### config.mk
export PLATFORM = sky130hd
export DESIGN_NAME = sel_change_det
export DESIGN_NICKNAME = d
export VERILOG_FILES = /design/src/rtl/music_pkg.sv /design/src/rtl/sel_change_det_sat_cnt.sv /design/src/rtl/sel_change_det.sv
export SDC_FILE = /design/constraint.sdc
export NUM_CORES = 1
export LEC_CHECK = 0
export ABC_AREA = 1
export CAP_MARGIN = 20
export CORE_MARGIN = 1.5
export CORE_UTILIZATION = 46
export CTS_CLUSTER_SIZE = 40
export DETAILED_ROUTE_END_ITERATION = 10
export PLACE_DENSITY = 0.8
export SLEW_MARGIN = 0
export SYNTH_ARGS = -nofsm -noshare
export SYNTH_HDL_FRONTEND = slang
export SYNTH_SLANG_ARGS = --single-unit
### constraint.sdc
create_clock -name clk -period 1.3 [get_ports clk]
set_input_delay 0.13 -clock clk [delete_from_list [all_inputs] [get_ports clk]]
set_output_delay 0.13 -clock clk [all_outputs]
set_load 0.01 [all_outputs]
### src/rtl/music_pkg.sv
// Shared definitions for the music player control path.
// State encoding and counter sizing helpers.
package music_pkg;

    localparam logic [1:0] ST_IDLE   = 2'd0;
    localparam logic [1:0] ST_SETTLE = 2'd1;
    localparam logic [1:0] ST_FLAG   = 2'd2;

    localparam int SEL_W_DEF = 2;

    // Bits needed to hold values 0..m
    function automatic int cnt_w(input int m);
        return (m < 1) ? 1 : $clog2(m + 1);
    endfunction

endpackage

### src/rtl/sel_change_det_sat_cnt.sv
// Loadable saturating up-counter with a terminal-count flag.
// Used for settle and pulse counting in sel_change_det.
module sat_cnt
    import music_pkg::*;
#(
    parameter int MAX   = 1,
    parameter int TC_AT = 1
) (
    input  logic clk,
    input  logic rst_n,
    input  logic clr,
    input  logic load,
    input  logic inc,
    output logic tc
);

    localparam int W = cnt_w(MAX);
    localparam logic [W-1:0] MAXV = W'(MAX);
    localparam logic [W-1:0] TCV  = W'(TC_AT);

    logic [W-1:0] q;

    // Clear wins over load; load starts the count at one
    always_ff @(posedge clk or negedge rst_n) begin
        if (!rst_n) begin
            q <= '0;
        end else if (clr) begin
            q <= '0;
        end else if (load) begin
            q <= W'(1);
        end else if (inc && (q != MAXV)) begin
            q <= q + W'(1);
        end
    end

    assign tc = (q == TCV);

endmodule

### src/rtl/sel_change_det.sv
// Selection-change detector: debounces the selection bus and
// raises a counter-clear flag when a new value is accepted.
module sel_change_det
    import music_pkg::*;
#(
    parameter int SEL_W      = SEL_W_DEF,
    parameter int SETTLE_CYC = 1,
    parameter int PULSE_CYC  = 1,
    parameter int ACK_MODE   = 0
) (
    input  logic             clk,
    input  logic             rst_n,
    input  logic [SEL_W-1:0] sel_in,
    input  logic             clr_ack,
    output logic [SEL_W-1:0] sel_q,
    output logic             clr_flag,
    output logic             busy,
    output logic [7:0]       chg_cnt
);

    logic [1:0]       state;
    logic [1:0]       nxt;
    logic [SEL_W-1:0] cand;
    logic             accept;
    logic             done;
    logic             cand_ld;
    logic             s_clr, s_load, s_inc, s_tc;
    logic             p_clr, p_load, p_inc, p_tc;

    // Settle counter flags the cycle before the count reaches SETTLE_CYC
    sat_cnt #(
        .MAX   (SETTLE_CYC),
        .TC_AT (SETTLE_CYC - 1)
    ) u_settle (
        .clk   (clk),
        .rst_n (rst_n),
        .clr   (s_clr),
        .load  (s_load),
        .inc   (s_inc),
        .tc    (s_tc)
    );

    sat_cnt #(
        .MAX   (PULSE_CYC),
        .TC_AT (PULSE_CYC)
    ) u_pulse (
        .clk   (clk),
        .rst_n (rst_n),
        .clr   (p_clr),
        .load  (p_load),
        .inc   (p_inc),
        .tc    (p_tc)
    );

    // Next-state and counter control
    always_comb begin
        nxt     = state;
        accept  = 1'b0;
        done    = 1'b0;
        cand_ld = 1'b0;
        s_clr   = 1'b0;
        s_load  = 1'b0;
        s_inc   = 1'b0;
        p_clr   = 1'b0;
        p_load  = 1'b0;
        p_inc   = 1'b0;
        unique case (state)
            ST_IDLE: begin
                if (sel_in != sel_q) begin
                    cand_ld = 1'b1;
                    if (SETTLE_CYC == 1) begin
                        accept = 1'b1;
                    end else begin
                        s_load = 1'b1;
                        nxt    = ST_SETTLE;
                    end
                end
            end
            ST_SETTLE: begin
                if (sel_in == cand) begin
                    if (s_tc) begin
                        accept = 1'b1;
                    end else begin
                        s_inc = 1'b1;
                    end
                end else if (sel_in == sel_q) begin
                    s_clr = 1'b1;
                    nxt   = ST_IDLE;
                end else begin
                    cand_ld = 1'b1;
                    s_load  = 1'b1;
                end
            end
            ST_FLAG: begin
                if ((ACK_MODE != 0) ? clr_ack : p_tc) begin
                    done  = 1'b1;
                    p_clr = 1'b1;
                    nxt   = ST_IDLE;
                end else begin
                    p_inc = 1'b1;
                end
            end
            default: begin
                nxt = ST_IDLE;
            end
        endcase
        if (accept) begin
            s_clr  = 1'b1;
            p_load = 1'b1;
            nxt    = ST_FLAG;
        end
    end

    // State, candidate and registered outputs
    always_ff @(posedge clk or negedge rst_n) begin
        if (!rst_n) begin
            state    <= ST_IDLE;
            cand     <= '0;
            sel_q    <= '0;
            clr_flag <= 1'b0;
            chg_cnt  <= 8'd0;
        end else begin
            state <= nxt;
            if (cand_ld) begin
                cand <= sel_in;
            end
            if (accept) begin
                sel_q    <= sel_in;
                clr_flag <= 1'b1;
                chg_cnt  <= chg_cnt + 8'd1;
            end else if (done) begin
                clr_flag <= 1'b0;
            end
        end
    end

    assign busy = (state != ST_IDLE);

endmodule

==> results of run 1 <==
[Yosys cell counts]
| cell type | count | share of area [%] |
|---|---|---|
| nor2_2 | 1 | 0.96 |
| nand3_2 | 1 | 1.5 |
| dfrtp_1 | 12 | 46 |
| nand2_2 | 2 | 1.9 |
| nand3_1 | 3 | 2.3 |
| o21ai_2 | 1 | 1.3 |
| or2_1 | 1 | 0.96 |
| nand2_1 | 43 | 25 |
| inv_1 | 9 | 5.2 |
| o21ai_0 | 2 | 1.5 |
| o21ai_1 | 2 | 1.5 |
| buf_4 | 1 | 1.1 |
| xor2_1 | 2 | 2.7 |
| ha_1 | 1 | 1.9 |
| nor2_1 | 4 | 2.3 |
| buf_6 | 1 | 1.7 |
| xnor2_1 | 1 | 1.3 |
| inv_2 | 2 | 1.1 |
[worst reg2reg max path, stage by stage (launching register included)]
cell     delay, ns
dfrtp_1       0.39
buf_4         0.15
ha_2          0.20
nand2_2       0.09
nor2_2        0.04
xor2_1        0.13
nand2_1       0.07
nand2_1       0.04
[cells in the final DEF, fill, tap and decap left out, drive strengths merged]
| master | Yosys | layout |
|---|---|---|
| clkdlybuf4s50 | 0 | 3 |
| inv | 11 | 11 |
| clkbuf | 0 | 4 |
| o21ai | 5 | 5 |
| dfrtp | 12 | 12 |
| buf | 2 | 7 |
| xor2 | 2 | 2 |
| dlymetal6s2s | 0 | 4 |
| or2 | 1 | 1 |
| nand2 | 45 | 45 |
| nand3 | 4 | 4 |
| xnor2 | 1 | 1 |
| nor2 | 5 | 5 |
| ha | 1 | 1 |
| dlygate4sd2 | 0 | 8 |
[flip-flops by register name, indices dropped and copies added, names as in the netlist]
| register | flops |
|---|---|
| clr_flag | 1 |
| chg_cnt | 8 |
| u_pulse.tc | 1 |
| cand | 2 |
[routing by layer]
metal	vias up	track usage (%)	wire, µm
li1	316	-	-
met4	0	5.00	5
met5	-	0	0
met3	2	8.15	53
met1	273	21.8	606
met2	10	30.6	644
[path summary, 6_finish.rpt]
kind | startpoint | end
max | chg_cnt[0]$_DFFE_PN0P_ | chg_cnt[4]$_DFFE_PN0P_
min | rst_n | chg_cnt[1]$_DFFE_PN0P_
max reg2reg | chg_cnt[0]$_DFFE_PN0P_ | chg_cnt[4]$_DFFE_PN0P_
min reg2reg | u_pulse.tc$_DFFE_PN0P_ | u_pulse.tc$_DFFE_PN0P_
max in group asynchronous | rst_n | chg_cnt[2]$_DFFE_PN0P_
min in group clk | sel_in[1] | cand[1]$_DFFE_PN0P_
[power by group through the flow]
stage | clock network (mW) | registers (mW) | logic, mW
detailed placement | 0 | 0.680 | 0.826
floorplan | 0 | 0.709 | 0.474
CTS | 0.298 | 0.627 | 0.886
global placement | 0 | 0.672 | 0.799
global route | 0.317 | 0.648 | 0.982
finish | 0.292 | 0.627 | 0.885
[stage by stage]
stage	hold WS, ns	area, µm²	setup TNS (ns)
2_1_floorplan	-0.166	654	0
3_3_place_gp	0.445	812	-0.220
3_5_place_dp	0.461	812	-0.408
4_1_cts	0.164	886	0
5_1_grt	0.167	898	0
6_report	0.159	898	0
[repair_timing]
item / in CTS / in global routing
endpoints found under the setup margin: 12 / 5
gates resized for setup: 10 / 5
cloned: 0 / 0
setup buffers: 6 / 0
[area by class of cell]
cell class                      instances  area (µm²)  share of cell area (%)
Clock buffer                            4        36.3                    4.04
Inverter                               11        41.3                    4.60
Multi-Input combinational cell         64         297                    33.0
Sequential cell                        12         303                    33.7
Tap cell                               15        18.8                    2.09
Timing Repair Buffer                   22         203                    22.6
[cells by family (layout without fill, tap and decap cells)]
| family | after synthesis | in the layout | share of synthesized area (%) |
|---|---|---|---|
| AND/OR/NAND/NOR | 55 | 55 | 34.6 |
| buffers and inverters | 13 | 37 | 9.18 |
| flip-flops | 12 | 12 | 45.9 |
| AO/OA/AOI/OAI | 5 | 5 | 4.40 |
| XOR/XNOR | 3 | 3 | 4.02 |
| adder cells (fa/ha/maj) | 1 | 1 | 1.91 |
==> results.cfg, run 1 <==
[status]
status = completed

[critical_path]
crit_fanout = 4
rrSetupSlack_ns = 0.09
worst-r2r-cell-count = 7
cp-start-kind = flop
path_common_cell = nand2_1
cp.depth = 7
cpPeakStageDelay_ns = 0.39
critPathBufInv = 1
path_cells = buf_4 -> ha_2 -> nand2_2 -> nor2_2 -> xor2_1 -> nand2_1 -> nand2_1
worst_ep_arrival_time_ns = 1.38
cpLargestDelayFamily = flip-flops
critical_path_required_ns = 1.47
crit_type = flop to flop
critPathSlowestCell = dfrtp_1
endpoint_kind = flop

[synth]
synth.distinct_cells = 18
yosys_warnings = 0
seq_area_frac_synth_pct = 45.9
ys_ff_latch = 12
netlist_instances = 89
synth_area_um2 = 654
postSynthNetCount = 95
syn_area_per_cell_um2 = 7.35

[final_layout]
drive_gt1_share_pct = 18.6
areaGrowthSynthToFinish_pct = 37.3
post-route-util_pct = 68.2
fillCellCount = 108
antenna_cells = 0
fin_cells = 128
final_nets = 120

[power_and_ir_drop]
internal_power_mw = 1.06
swShare_pct = 41.0
power.density_nw_per_um2 = 2010
p_sw_uw = 740
p_leak_nw = 0.543
vdd_ir_drop_max_mv = 1.31
power_frac_comb_pct = 49.1
clockPowerShare_pct = 16.2
seq_power_share_pct = 34.8
total_power_mw = 1.80

[timing]
tightest_slew_ns = 0.250
final.period_utilization_pct = 92.8
fin_ws_ns = 0.0933
fmax_mhz = 829
rsz0062_at_grt = false
finalClockSkew_ns = 0.00241
slew_viol_final = 0
setup_viol = 0
post-route-min-period_ns = 1.21
finalHoldViolations = 0
slew-limit-headroom_pct = 83.3

[clock_network]
insertion_delay_ns = 0.27
numCtsBuffers = 3
path_clk_slew_ns = 0.07
clk_path_buf_depth = 2
htree_levels = 1
cts_tree = yes
root_buffer = clkbuf_4
cts_hold_buffers = 0
cts_sinks = 12

[routing]
routed_via_density = 4.70
drc = 0
first_pass_iters = 2
ant_nets = 0
vias = 601
drt_first_iter_violations = 6
avgRoutedWirePerCell_um = 10.2
drt-total-wl_um = 1310

[die]
start_util_pct = 49.7
fp.dieW_um = 40.7
core_um2 = 1320
io_pins = 17
die_h_um = 40.7
die-area_um2 = 1660
rows = 13

[grt]
grt_pass1_vias = 504
groute.usage.overall_pct = 18.6
grt_max_degree = 13
grt-ovfl-total = 0
grt_pass1_wl_um = 1970
antenna_found_initial = 0

[placement]
placed_cells = 118
dp_hpwl_um = 946
gp_congestion = 0.665
dp_worst_setup_slack_ns = -0.0682
port-buffer-count = 15

[worst_hold_path]
hold_path.class = primary input to async pin

[flow_run]
drv_cap = 0
Power figures use the tool's default switching activity.
==> run 2, diff against run 1 <==
--- a/config.mk
+++ b/config.mk
@@ -7,9 +7,9 @@
 export LEC_CHECK = 0
-export ABC_AREA = 1
+export ABC_AREA = 0
 export CAP_MARGIN = 20
 export CORE_MARGIN = 1.5
-export CORE_UTILIZATION = 46
+export CORE_UTILIZATION = 44
 export CTS_CLUSTER_SIZE = 40
 export DETAILED_ROUTE_END_ITERATION = 10
-export PLACE_DENSITY = 0.8
+export PLACE_DENSITY = 0.79
 export SLEW_MARGIN = 0
==> constraint.sdc (replaced) <==
create_clock -name clk -period 1.3 [get_ports clk]
set_input_delay 0.26 -clock clk [delete_from_list [all_inputs] [get_ports clk]]
set_output_delay 0.26 -clock clk [all_outputs]
set_load 0.01 [all_outputs]
==> run 2 against run 1 <==
  * Critical endpoint is now chg_cnt[1]$_DFFE_PN0P_
  * Synthesized cell count is 49% lower
  * Maximum frequency fell by 7.1%
  * Clock power up 3%
  * Critical path type unchanged
  * Register-to-register slack lost 0.09 ns
  * Worst hold slack improved by 0.13 ns
  * Sequential power up 15%
  * Design area increased by 1.5%
  * Global-route usage grew 0.75 points
  * Die area decreased by 5.8%
==> results.cfg, run 2 <==
[status]
status = completed

[power_and_ir_drop]
power.density_nw_per_um2 = 2720
p_leak_nw = 0.413
vdd_ir_drop_max_mv = 1.42

[critical_path]
path_cells = xnor2_4 -> a21oi_2 -> mux2_4
crit_start = cand[0]$_DFFE_PN0P_
r2r-start = cand[0]$_DFFE_PN0P_
cpPeakStageDelay_ns = 0.45
critical_path_required_ns = 1.46
worst_ep_arrival_time_ns = 1.46
critPathSlowestCell = dfrtp_2
crit_type = flop to flop
crit_fanout = 8
cp-start-kind = flop
endpoint_kind = flop

[die]
die-area_um2 = 1560
start_util_pct = 50.1
core_um2 = 1170
io_pins = 17
die_h_um = 39.5
rows = 12
fp.dieW_um = 39.5

[synth]
yosys_warnings = 0
synth_edf_count = 0
ys_ff_latch = 12
ys_top_cells_by_count = 12 x dfrtp_1, 7 x xor2_1, 4 x a211oi_1, 4 x nand2_1, 3 x a21oi_1
synth.distinct_cells = 18
synth_top_area_share_pct = 51.2
async_flop_share_pct = 100
syn_area_per_cell_um2 = 13.0
yosysTopAreaCell = dfrtp_1
synth_area_um2 = 587
ys.flop_type = dfrtp_1
seq_area_frac_synth_pct = 51.2
synth.most_common_cell = dfrtp_1
postSynthNetCount = 51
yosys-top-cells-area = dfrtp_1 51%, xor2_1 10%, xnor2_2 5.5%
netlist_instances = 45

[routing]
drt_first_iter_violations = 12
routed_via_density = 5.37
ant_nets = 0
vias = 483
first_pass_iters = 4
drt-total-wl_um = 1380
drc = 0
avgRoutedWirePerCell_um = 15.3

[grt]
groute.usage.overall_pct = 19.3
grt_pass1_vias = 457
grt_pass1_wl_um = 1900
grt_max_degree = 13
antenna_found_initial = 0
grt-ovfl-total = 0

[final_layout]
drive_gt1_share_pct = 43.4
largest_reg_flops = 8
final_cell_mix = 14 x buf_4, 13 x dlygate4sd2_1, 9 x dfrtp_1
fillCellCount = 79
reg_top3 = chg_cnt (8), cand (2)
fin_cells = 90
final_common_cell = buf_4
areaGrowthSynthToFinish_pct = 55.4
largest-register = chg_cnt
post-route-util_pct = 77.9
final_nets = 83
antenna_cells = 0

[timing]
rsz0062_at_grt = true
finalClockSkew_ns = 0.000198
fmax_mhz = 770
tightest_slew_ns = 0.335
finalHoldViolations = 0
fin_ws_ns = 0.000701
setup_viol = 0
final.period_utilization_pct = 99.9
slew_viol_final = 0
slew-limit-headroom_pct = 77.7
setup_tns_ns = 0
post-route-min-period_ns = 1.30

[clock_network]
path_clk_slew_ns = 0.08
htree_levels = 1
insertion_delay_ns = 0.27
cts_hold_buffers = 0
cts_tree = yes
cts_sinks = 12
clk_path_buf_depth = 2
root_buffer = clkbuf_4
numCtsBuffers = 3

[placement]
dp_worst_setup_slack_ns = -0.340
placed_cells = 81
port-buffer-count = 15
gp_congestion = 0.675
dp_hpwl_um = 849

[flow_run]
drv_cap = 0

[worst_hold_path]
hold_path.class = primary input to async pin
==> run 2: layout make-up <==
type | count | area, µm² | share of cell area (%)
multi-input combinational | 31 | 320 | 35.1
clock buffer | 4 | 36.3 | 3.98
tap | 14 | 17.5 | 1.92
sequential | 12 | 304 | 33.3
timing repair buffer | 29 | 234 | 25.7
==> run 2: path summary, 6_finish.rpt <==
check                      slack (ns)  depth (start not counted)                     end
setup / recovery               0.0007                          3  chg_cnt[1]$_DFFE_PN0P_
hold / removal                   0.29                          2  chg_cnt[7]$_DFFE_PN0P_
setup reg to reg               0.0007                          3  chg_cnt[1]$_DFFE_PN0P_
hold reg to reg                  0.48                          1  chg_cnt[7]$_DFFE_PN0P_
max in group asynchronous        0.84                          2     cand[0]$_DFFE_PN0P_
min in group clk                 0.48                          1  chg_cnt[7]$_DFFE_PN0P_
==> run 2: where the power goes <==
| group | total (mW) | internal, mW | switching (mW) |
|---|---|---|---|
| logic | 1.45 | 0.768 | 0.685 |
| clock network | 0.301 | 0.170 | 0.131 |
| registers | 0.723 | 0.574 | 0.149 |
| total | 2.48 | 1.51 | 0.965 |
==> run 2: per-stage QoR <==
step	total power, mW	instance area [µm²]	hold WS (ns)
3_5_place_dp	2.02	810	0.469
6_report	2.48	912	0.290
2_1_floorplan	1.36	587	-0.0356
5_1_grt	2.62	912	0.295
3_3_place_gp	1.97	810	0.447
4_1_cts	2.35	881	0.292
==> run 2: timing repair <==
action,CTS,global route
endpoints found under the setup margin,14,5
pin swaps,1,3
gates resized for setup,22,5
setup buffers,4,1
==> run 2: cells by family after synthesis <==
logic type,share of synthesized area [%]
DFF,51.2
buffers and inverters,2.13
muxes,5.76
xor gates and xnor gates,16.0
AOI/OAI and AO/OA,10.4
and+or+nand+nor,12.4
adders and majority gates,2.13
==> run 2: metal layers <==
| metal | global-route usage, % | share of wire, % | vias to the layer above |
|---|---|---|---|
| li1 | - | - | 226 |
| met1 | 19.4 | 42 | 236 |
| met2 | 35.2 | 50 | 17 |
| met3 | 5.11 | 4.9 | 4 |
| met4 | 10.3 | 2.2 | 0 |
| met5 | 0 | 0 | - |
==> run 2: worst max-delay path, delay by kind of cell (launching register included) <==
kind	cells	cell delay, ns
flip-flops	1	0.45
AO/OA/AOI/OAI	1	0.12
multiplexers	1	0.31
XOR/XNOR	1	0.31
==> run 3, diff against run 2 <==
Settings changed: CORE_MARGIN 1.5 to 1.
==> run 3 against run 2 <==
  * Routed wire length is 11% lower
  * Power decreased by 3.2%
  * Worst hold slack worse by 0.0095 ns
  * Clock-buffer cell count did not move
  * Via count decreased by 3.5%
  * Sequential power down 1%
  * Die area decreased by 5.0%
  * Global-route usage rose by 1.8 points
  * Non-clock buffer count down 1
  * Sequential share of layout area is 0.37 points higher
  * Critical path type unchanged
  * Critical endpoint unchanged
==> results.cfg, run 3 (synthesis results as in run 2) <==
[status]
status = completed

[critical_path]
cpPeakStageDelay_ns = 0.45
cpLargestDelayFamily = flip-flops
crit_fanout = 8
path_cells = xnor2_4 -> a21oi_2 -> mux2_1
critPathBufInv = 0
cp-start-kind = flop
critical_path_required_ns = 1.46
worst_ep_arrival_time_ns = 1.46
endpoint_kind = flop
cp.depth = 3
worst-r2r-cell-count = 3
crit_type = flop to flop
critPathSlowestCell = dfrtp_2

[die]
start_util_pct = 50.1
io_pins = 17
core_um2 = 1170
rows = 12
die_h_um = 38.5
fp.dieW_um = 38.5
die-area_um2 = 1480

[timing]
setup_viol = 0
setup_tns_ns = 0
fmax_mhz = 769
tightest_slew_ns = 0.328
slew_viol_final = 0
fin_ws_ns = 0.000207
finalHoldViolations = 0
finalClockSkew_ns = 0.00115
timing.hold.ws_ns = 0.280
final.period_utilization_pct = 100
slew-limit-headroom_pct = 78.1
post-route-min-period_ns = 1.30
rsz0062_at_grt = true

[routing]
drt_first_iter_violations = 4
avgRoutedWirePerCell_um = 13.8
drc = 0
vias = 466
first_pass_iters = 4
drt-total-wl_um = 1230
ant_nets = 0
routed_via_density = 5.24

[clock_network]
numCtsBuffers = 3
clk_path_buf_depth = 2
path_clk_slew_ns = 0.08
cts_sinks = 12
cts_tree = yes
insertion_delay_ns = 0.27
root_buffer = clkbuf_4
htree_levels = 1
cts_hold_buffers = 0

[flow_run]
drv_cap = 0

[final_layout]
post-route-util_pct = 77.0
final_common_cell = buf_4
areaGrowthSynthToFinish_pct = 53.7
drive_gt1_share_pct = 40.0
multi_input_area_um2 = 312
seqCellArea_um2 = 304
reg_top3 = chg_cnt (8), cand (2)
largest_reg_flops = 8
fillCellCount = 75
antenna_cells = 0
final_cell_mix = 12 x buf_4, 11 x dlygate4sd2_1, 9 x dfrtp_1
final_nets = 82
largest-register = chg_cnt

[grt]
groute.usage.overall_pct = 21.1
grt_pass1_wl_um = 2140
grt-ovfl-total = 0
grt_pass1_vias = 510
grt_max_degree = 13
antenna_found_initial = 0

[placement]
dp_hpwl_um = 912
port-buffer-count = 15
gp_congestion = 0.748
dp_worst_setup_slack_ns = -0.373

[worst_hold_path]
hold_path.class = primary input to async pin

[power_and_ir_drop]
p_leak_nw = 0.405
vdd_ir_drop_max_mv = 1.46
power.density_nw_per_um2 = 2660
run 3: repair_timing:
| action | in CTS | in global routing |
|---|---|---|
| cloned | 0 | 0 |
| pin swaps | 0 | 3 |
| endpoints found under the setup margin | 16 | 8 |
| resized for setup | 21 | 7 |
| buffers inserted | 3 | 0 |
run 3: layout make-up:
class | count | share of cell area [%]
sequential | 12 | 33.7
multi-input combinational | 31 | 34.5
clock buffer | 4 | 4.02
tap | 14 | 1.94
timing repair buffer | 28 | 25.8
run 3: metal layers:
layer	track usage [%]	up-vias	share of wire (%)
li1	-	223	-
met5	0	-	0
met2	38.8	14	54
met4	7.76	0	1.5
met3	4.07	3	4.4
met1	23.7	226	40
run 3: worst paths after layout:
| check | start | end | slack (ns) |
|---|---|---|---|
| max | cand[0]$_DFFE_PN0P_ | chg_cnt[1]$_DFFE_PN0P_ | 0.0002 |
| min | rst_n | chg_cnt[4]$_DFFE_PN0P_ | 0.28 |
| max reg2reg | cand[0]$_DFFE_PN0P_ | chg_cnt[1]$_DFFE_PN0P_ | 0.0002 |
| min reg2reg | chg_cnt[7]$_DFFE_PN0P_ | chg_cnt[7]$_DFFE_PN0P_ | 0.48 |
| max in group asynchronous | rst_n | clr_flag$_DFFE_PN0P_ | 0.86 |
| min in group clk | chg_cnt[7]$_DFFE_PN0P_ | chg_cnt[7]$_DFFE_PN0P_ | 0.48 |
run 3: stage by stage:
stage	cell area [µm²]	power [mW]	instances
global route	902	2.57	89
detailed placement	817	2.05	82
CTS	880	2.36	89
finish	902	2.40	89
floorplan	587	1.36	45
global placement	817	1.99	82
run 3: worst reg2reg max path, delay by kind of cell (launching register included):
family          cells  cell delay, ns
mux                 1            0.32
flops               1            0.45
xor+xnor            1            0.30
compound gates      1            0.12
run 3: power breakdown:
group	leakage [nW]	internal (mW)	switching, mW	total [mW]
registers	0.132	0.573	0.141	0.715
clock network	0.0210	0.170	0.129	0.299
logic	0.252	0.736	0.648	1.38
total	0.405	1.48	0.918	2.40
